===== src/rtl/multdiv_pkg.sv =====
// ============================================================================
//  Module   : multdiv_pkg
//  Purpose  : Shared state encoding and sizing constants for multdiv_unit.
//  Revision : 1.0  initial release
// ============================================================================
`timescale 1ns/1ps
`default_nettype none

package multdiv_pkg;

    localparam int MD_WIDTH   = 32;
    localparam int MD_COUNT_W = 6;
    localparam int ITER_LAST  = MD_WIDTH - 1;

    typedef enum logic [1:0] {
        IDLE = 2'd0,
        MULT = 2'd1,
        DIV  = 2'd2,
        DONE = 2'd3
    } md_state_e;

endpackage

`default_nettype wire


===== src/rtl/multdiv_unit_div_step.sv =====
// ============================================================================
//  Module   : div_step
//  Purpose  : One restoring-division iteration on magnitudes (combinational).
//  Revision : 1.0  initial release
// ============================================================================
`timescale 1ns/1ps
`default_nettype none

module div_step
    import multdiv_pkg::*;
#(
    parameter int WIDTH = MD_WIDTH
) (
    input  logic [WIDTH-1:0] r_i,
    input  logic [WIDTH-1:0] q_i,
    input  logic [WIDTH-1:0] bmag_i,
    output logic [WIDTH-1:0] r_o,
    output logic [WIDTH-1:0] q_o
);

    logic [WIDTH:0] w_shift;
    logic [WIDTH:0] w_diff;
    logic           w_ok;

    // Extra top bit acts as the borrow of the trial subtraction.
    assign w_shift = {r_i, q_i[WIDTH-1]};
    assign w_diff  = w_shift - {1'b0, bmag_i};
    assign w_ok    = ~w_diff[WIDTH];

    assign r_o = w_ok ? w_diff[WIDTH-1:0] : w_shift[WIDTH-1:0];
    assign q_o = {q_i[WIDTH-2:0], w_ok};

endmodule

`default_nettype wire


===== src/rtl/multdiv_unit.sv =====
// ============================================================================
//  Module   : multdiv_unit
//  Purpose  : Sequential signed multiply (radix-2 Booth) / restoring divide.
//  Revision : 1.0  initial release
// ============================================================================
`timescale 1ns/1ps
`default_nettype none

module multdiv_unit
    import multdiv_pkg::*;
#(
    parameter int WIDTH   = MD_WIDTH,
    parameter int COUNT_W = MD_COUNT_W
) (
    input  logic             clock,
    input  logic             reset_n,
    input  logic [WIDTH-1:0] data_operandA,
    input  logic [WIDTH-1:0] data_operandB,
    input  logic             ctrl_MULT,
    input  logic             ctrl_DIV,
    output logic [WIDTH-1:0] data_result,
    output logic             data_exception,
    output logic             data_resultRDY
);

    localparam logic [COUNT_W-1:0] C_LAST_CNT = COUNT_W'(WIDTH - 1);

    md_state_e          state_q, state_d;
    logic [COUNT_W-1:0] cnt_q, cnt_d;
    logic [WIDTH-1:0]   a_q, a_d;
    logic [2*WIDTH:0]   p_q, p_d;
    logic [WIDTH-1:0]   r_q, r_d;
    logic [WIDTH-1:0]   qr_q, qr_d;
    logic [WIDTH-1:0]   bmag_q, bmag_d;
    logic               sign_q, sign_d;
    logic [WIDTH-1:0]   result_q, result_d;
    logic               exc_q, exc_d;
    logic               rdy_q, rdy_d;

    logic [WIDTH-1:0]   w_hi;
    logic [WIDTH:0]     w_sum;
    logic [2*WIDTH:0]   w_p_next;
    logic [WIDTH-1:0]   w_r_next;
    logic [WIDTH-1:0]   w_q_next;

    // Booth step on a WIDTH+1 sum so the most negative multiplicand keeps its sign.
    assign w_hi = p_q[2*WIDTH:WIDTH+1];

    always_comb begin
        unique case (p_q[1:0])
            2'b01:   w_sum = {w_hi[WIDTH-1], w_hi} + {a_q[WIDTH-1], a_q};
            2'b10:   w_sum = {w_hi[WIDTH-1], w_hi} - {a_q[WIDTH-1], a_q};
            default: w_sum = {w_hi[WIDTH-1], w_hi};
        endcase
    end

    assign w_p_next = {w_sum, p_q[WIDTH:1]};

    div_step #(.WIDTH(WIDTH)) u_div_step (
        .r_i    (r_q),
        .q_i    (qr_q),
        .bmag_i (bmag_q),
        .r_o    (w_r_next),
        .q_o    (w_q_next)
    );

    always_comb begin
        state_d  = state_q;
        cnt_d    = cnt_q;
        a_d      = a_q;
        p_d      = p_q;
        r_d      = r_q;
        qr_d     = qr_q;
        bmag_d   = bmag_q;
        sign_d   = sign_q;
        result_d = result_q;
        exc_d    = exc_q;
        rdy_d    = 1'b0;

        unique case (state_q)
            MULT: begin
                p_d   = w_p_next;
                cnt_d = cnt_q + COUNT_W'(1);
                if (cnt_q == C_LAST_CNT) begin
                    state_d  = DONE;
                    result_d = w_p_next[WIDTH:1];
                    exc_d    = (w_p_next[2*WIDTH:WIDTH+1] != {WIDTH{w_p_next[WIDTH]}});
                    rdy_d    = 1'b1;
                end
            end
            DIV: begin
                r_d   = w_r_next;
                qr_d  = w_q_next;
                cnt_d = cnt_q + COUNT_W'(1);
                if (cnt_q == C_LAST_CNT) begin
                    state_d  = DONE;
                    result_d = sign_q ? -w_q_next : w_q_next;
                    // A positive quotient with its top bit set only arises from MIN / -1.
                    exc_d    = ~sign_q & w_q_next[WIDTH-1];
                    rdy_d    = 1'b1;
                end
            end
            DONE:    state_d = IDLE;
            default: state_d = IDLE;
        endcase

        if (ctrl_MULT) begin
            state_d = MULT;
            cnt_d   = '0;
            a_d     = data_operandA;
            p_d     = {{WIDTH{1'b0}}, data_operandB, 1'b0};
            rdy_d   = 1'b0;
        end else if (ctrl_DIV) begin
            cnt_d = '0;
            if (data_operandB == '0) begin
                state_d  = DONE;
                result_d = '0;
                exc_d    = 1'b1;
                rdy_d    = 1'b1;
            end else begin
                state_d = DIV;
                qr_d    = data_operandA[WIDTH-1] ? -data_operandA : data_operandA;
                bmag_d  = data_operandB[WIDTH-1] ? -data_operandB : data_operandB;
                sign_d  = data_operandA[WIDTH-1] ^ data_operandB[WIDTH-1];
                r_d     = '0;
                rdy_d   = 1'b0;
            end
        end
    end

    always_ff @(posedge clock) begin
        if (!reset_n) begin
            state_q  <= IDLE;
            cnt_q    <= '0;
            a_q      <= '0;
            p_q      <= '0;
            r_q      <= '0;
            qr_q     <= '0;
            bmag_q   <= '0;
            sign_q   <= 1'b0;
            result_q <= '0;
            exc_q    <= 1'b0;
            rdy_q    <= 1'b0;
        end else begin
            state_q  <= state_d;
            cnt_q    <= cnt_d;
            a_q      <= a_d;
            p_q      <= p_d;
            r_q      <= r_d;
            qr_q     <= qr_d;
            bmag_q   <= bmag_d;
            sign_q   <= sign_d;
            result_q <= result_d;
            exc_q    <= exc_d;
            rdy_q    <= rdy_d;
        end
    end

    assign data_result    = result_q;
    assign data_exception = exc_q;
    assign data_resultRDY = rdy_q;

endmodule

`default_nettype wire


===== config.mk =====
export PLATFORM = sky130hd
export DESIGN_NAME = multdiv_unit
export DESIGN_NICKNAME = d
export VERILOG_FILES = /design/src/rtl/multdiv_pkg.sv /design/src/rtl/multdiv_unit_div_step.sv /design/src/rtl/multdiv_unit.sv
export SDC_FILE = /design/constraint.sdc
export NUM_CORES = 1
export LEC_CHECK = 0
export CAP_MARGIN = 15
export CORE_UTILIZATION = 40
export CTS_BUF_LIST = sky130_fd_sc_hd__clkbuf_8 sky130_fd_sc_hd__clkbuf_16
export DETAILED_ROUTE_END_ITERATION = 12
export PLACE_DENSITY = 0.61
export SLEW_MARGIN = 20
export SYNTH_ARGS = -nofsm -noshare
export SYNTH_HDL_FRONTEND = slang
export SYNTH_SLANG_ARGS = --single-unit

===== constraint.sdc =====
create_clock -name clock -period 5.1 [get_ports clock]
set_input_delay 1.02 -clock clock [delete_from_list [all_inputs] [get_ports clock]]
set_output_delay 1.02 -clock clock [all_outputs]
set_load 0.02 [all_outputs]

==> results.md <==
- Worst r2r path cells: 19
- Async set or reset register ratio after synthesis: 0
- Synth area leader: dfxtp_1
- Placed cells: roughly 2,700
- Critical path class: reg -> reg
- Final Cycle Share: 0.953
- Delay of the slowest cell on the worst path: 530 ps
- GRT Overall Usage: 0.247
- Sequence of cells on the critical path: nor4_2 > buf_4 > nand2_1 > nor3_1 > nor2_1 > xnor2_2 > ha_1 > and2_1 > nand3_1 > a41oi_1 > o41a_1 > a211oi_1 > buf_4 > xnor2_1 > mux2i_1 > or2_2 > a2111o_1 > a211o_1 > a211o_1
- Num CTS Buffers: 29
- Post-synth EDFFs: 0
- Vias in the first global route: 15,313
- Mapped Area: 16,600 um2
- Syn nets: about 2,300
- Syn Area/Cell: 7.72 um2
- CTS root buf: clkbuf_16
- Placer Congestion: 0.924
- Min Tclk post-route: 4860 ps
- Leading post-synthesis cells by cell area: dfxtp_1 (28%), mux2i_1 (7.2%), xnor2_1 (6.6%), nor2_1 (6.2%), ha_1 (5.4%)
- Setup bufs post-CTS: 0
- Critical path capture point type: flop
- DRT antenna net count: 0
- Post-CTS sizing: 0
- Reg2reg end: data_exception$_SDFF_PN0_
- TritonCTS clock tree: done
- Clock Latency Late Sink: 580 ps
- Reg2reg setup slack: between 200 and 250 ps
- Main synth FF type: dfxtp_1
- Final hold violations: 0
- Worst Hold Class: reg -> reg
- Status: complete, no violations
- Setup WS post-layout: 240 ps
- Crit path max-delay cell type: o41a_1
- Cell variety after synth: 79
- Layout fillers: between 4,000 and 5,000
- First-pass GRT wire length: 83,800 um
- Critical path startpoint category: flop
- PortBufs: 101
- Static Leakage: 7.34 nW
- Seq/Total Area, Yosys: 0.284
- WP buf/inv: 2
- Post-Synthesis Cells: around 2,200
- FMAX: 206 MHz
- Die height: 206 um
- Final Slew Violations: 0
- Highest Signal Layer: met5
- DRT Pass-1 Iters: 7
- Yosys top cell area share: 0.284
- Met3 routed WL: a little over 3000 um
- Worst-path maximum fanout: 8
- Cell Count, Final, Fillers Out: 2,768
- Pwr Total: 5.59 mW
- Hold path start: bmag_q[18]$_SDFFE_PN0P_
- WL/cell: 19.3 um
- Layout area overhead: 16.3%
- Final Instance Area: 19,300 um2
- Critical path data required time: 5560 ps
- Clock-pin slew on the worst setup and hold paths: 60 ps
- H-tree depth: 1
- Clock buffer depth: 3
- Peak supply drop: 234 uV
- WHS Endpoint: bmag_q[18]$_SDFFE_PN0P_
- DRC violation count after routing: 0
- DP Area: 18,300 um2
- DR vias/cell: ~5.9
- Num ports: between 100 and 150
- Die width: 206 um
- Via count: around 16,000
- Site Rows: between 70 and 80
- Met2 Wirelength: 24,800 um
- Pin count of the biggest net entering global routing: 72
- Relative slew slack: 0.283
- HPWL Detailed: 39,100 um
- DRT Wirelength: 53,400 um
- Top cells by count, synth: nor2_1 (273), dfxtp_1 (236), nand2_1 (165), o21ai_0 (157), a21oi_1 (144)
- Share of layout cells above drive strength 1: 0.0725
- Grt total ovfl: 0
- Launch point of the worst path: a_q[2]$_SDFFE_PN0P_
- # nets final: approximately 2,400
- Critical R2R Launch: a_q[2]$_SDFFE_PN0P_
- Power density over the cells: 289 nW/um2
- CP delay by family, top: compound AO/OA/AOI/OAI gates
- Worst slew pin tran: 1070 ps
- Initial DRC count: 1,202
- Clock Skews: 23.5 ps
- Die ar.: 42,400 um2
- Initial antenna violation count: 2
- Top-count cell post-synth: nor2_1
- WP data arrival: 5330 ps
- Hold Path Cell Cnt: 2
- Final setup fails: 0
- Max cap viols: 0
- Initial Util: 0.406
- Post-CTS Hold Buffers: 0
- Core footprint: a little over 40,000 um2
- Dpl ws: roughly 100 ps
- M1 wire length: roughly 24,000 um
- Seq cells post-synth: 236
- Yosys warnings: 0
- Sink Count: 236
how the worst max path moves through the flow:
stage,slack (ps),end,depth (start not counted)
2_1_floorplan,230,data_result[26]$_SDFF_PN0_,20
3_3_place_gp,100,data_exception$_SDFF_PN0_,20
3_5_place_dp,100,data_exception$_SDFF_PN0_,19
4_1_cts,80,data_exception$_SDFF_PN0_,19
5_1_grt,-20,data_exception$_SDFF_PN0_,19
6_report,240,data_exception$_SDFF_PN0_,19
final cells by class:
class | count | area, um2 | area share
Multi-Input combinational cell | 1694 | 11100 | 0.575
Antenna cell | 1 | 2.50 | 0.000129
Sequential cell | 236 | 4720 | 0.244
Clock buffer | 36 | 822 | 0.0425
Tap cell | 532 | 666 | 0.0344
Timing Repair Buffer | 171 | 1550 | 0.0804
Clock inverter | 16 | 134 | 0.00692
Inverter | 82 | 309 | 0.0160
worst min-delay path, stage by stage, from the launching register on:
cell	delay, ps
dfxtp_1	310
nand2_1	60
a21oi_1	50
per-layer routing:
layer,vias to the layer above,global-route usage
li1,7942,-
met1,7849,0.330
met2,454,0.411
met3,94,0.0356
met4,2,0.0727
met5,-,0
stage by stage:
stage,util,hold WS (ps),TNS [ps]
2_1_floorplan,-,432,0
3_3_place_gp,0.447,453,0
3_5_place_dp,0.448,456,0
4_1_cts,0.471,464,0
5_1_grt,0.473,483,-19.6
6_report,0.473,462,0
layout by cell type (no fill, tap or decap), types with 9 or more instances in the layout:
cell type,instances
nor2_1,272
dfxtp_1,236
nand2_1,165
o21ai_0,155
a21oi_1,143
xnor2_1,124
mux2i_1,119
a211oi_1,102
clkdlybuf4s50_1,99
inv_1,84
ha_1,70
buf_4,69
nor3_1,47
nand3_1,36
a31oi_1,35
a21o_1,30
xor2_1,29
clkbuf_16,29
o31ai_1,27
nand2b_1,24
or4_1,21
nand4_1,20
o211ai_1,19
and2_1,18
nor2b_1,17
nor4_1,16
o21a_1,13
and3_1,12
or3_1,12
o211a_1,12
o221ai_1,11
or2_2,9
o41ai_1,9
kinds of logic after synthesis:
family                     count (synthesis)  share of synthesized area
adders and majority gates                 74                     0.0566
buffers and inverters                    224                     0.0539
and+or+nand+nor                          701                      0.199
muxes                                    122                     0.0737
AOI/OAI and AO/OA                        642                      0.251
xor gates and xnor gates                 155                     0.0817
DFF                                      236                      0.284
registers in the layout, summed over array words and instances (netlist names), 2 cells and up:
name and cells:
cnt_q 6, qr_q 32, a_q 32, state_q 2, r_q 32, data_result 32
bmag_q 32, p_q 65
power breakdown:
part / switching, mW / internal (mW)
logic: 0.866 / 0.597
registers: 0.0981 / 1.93
clock network: 0.865 / 1.23
total: 1.83 / 3.76
(Power assumes the default switching activity.)
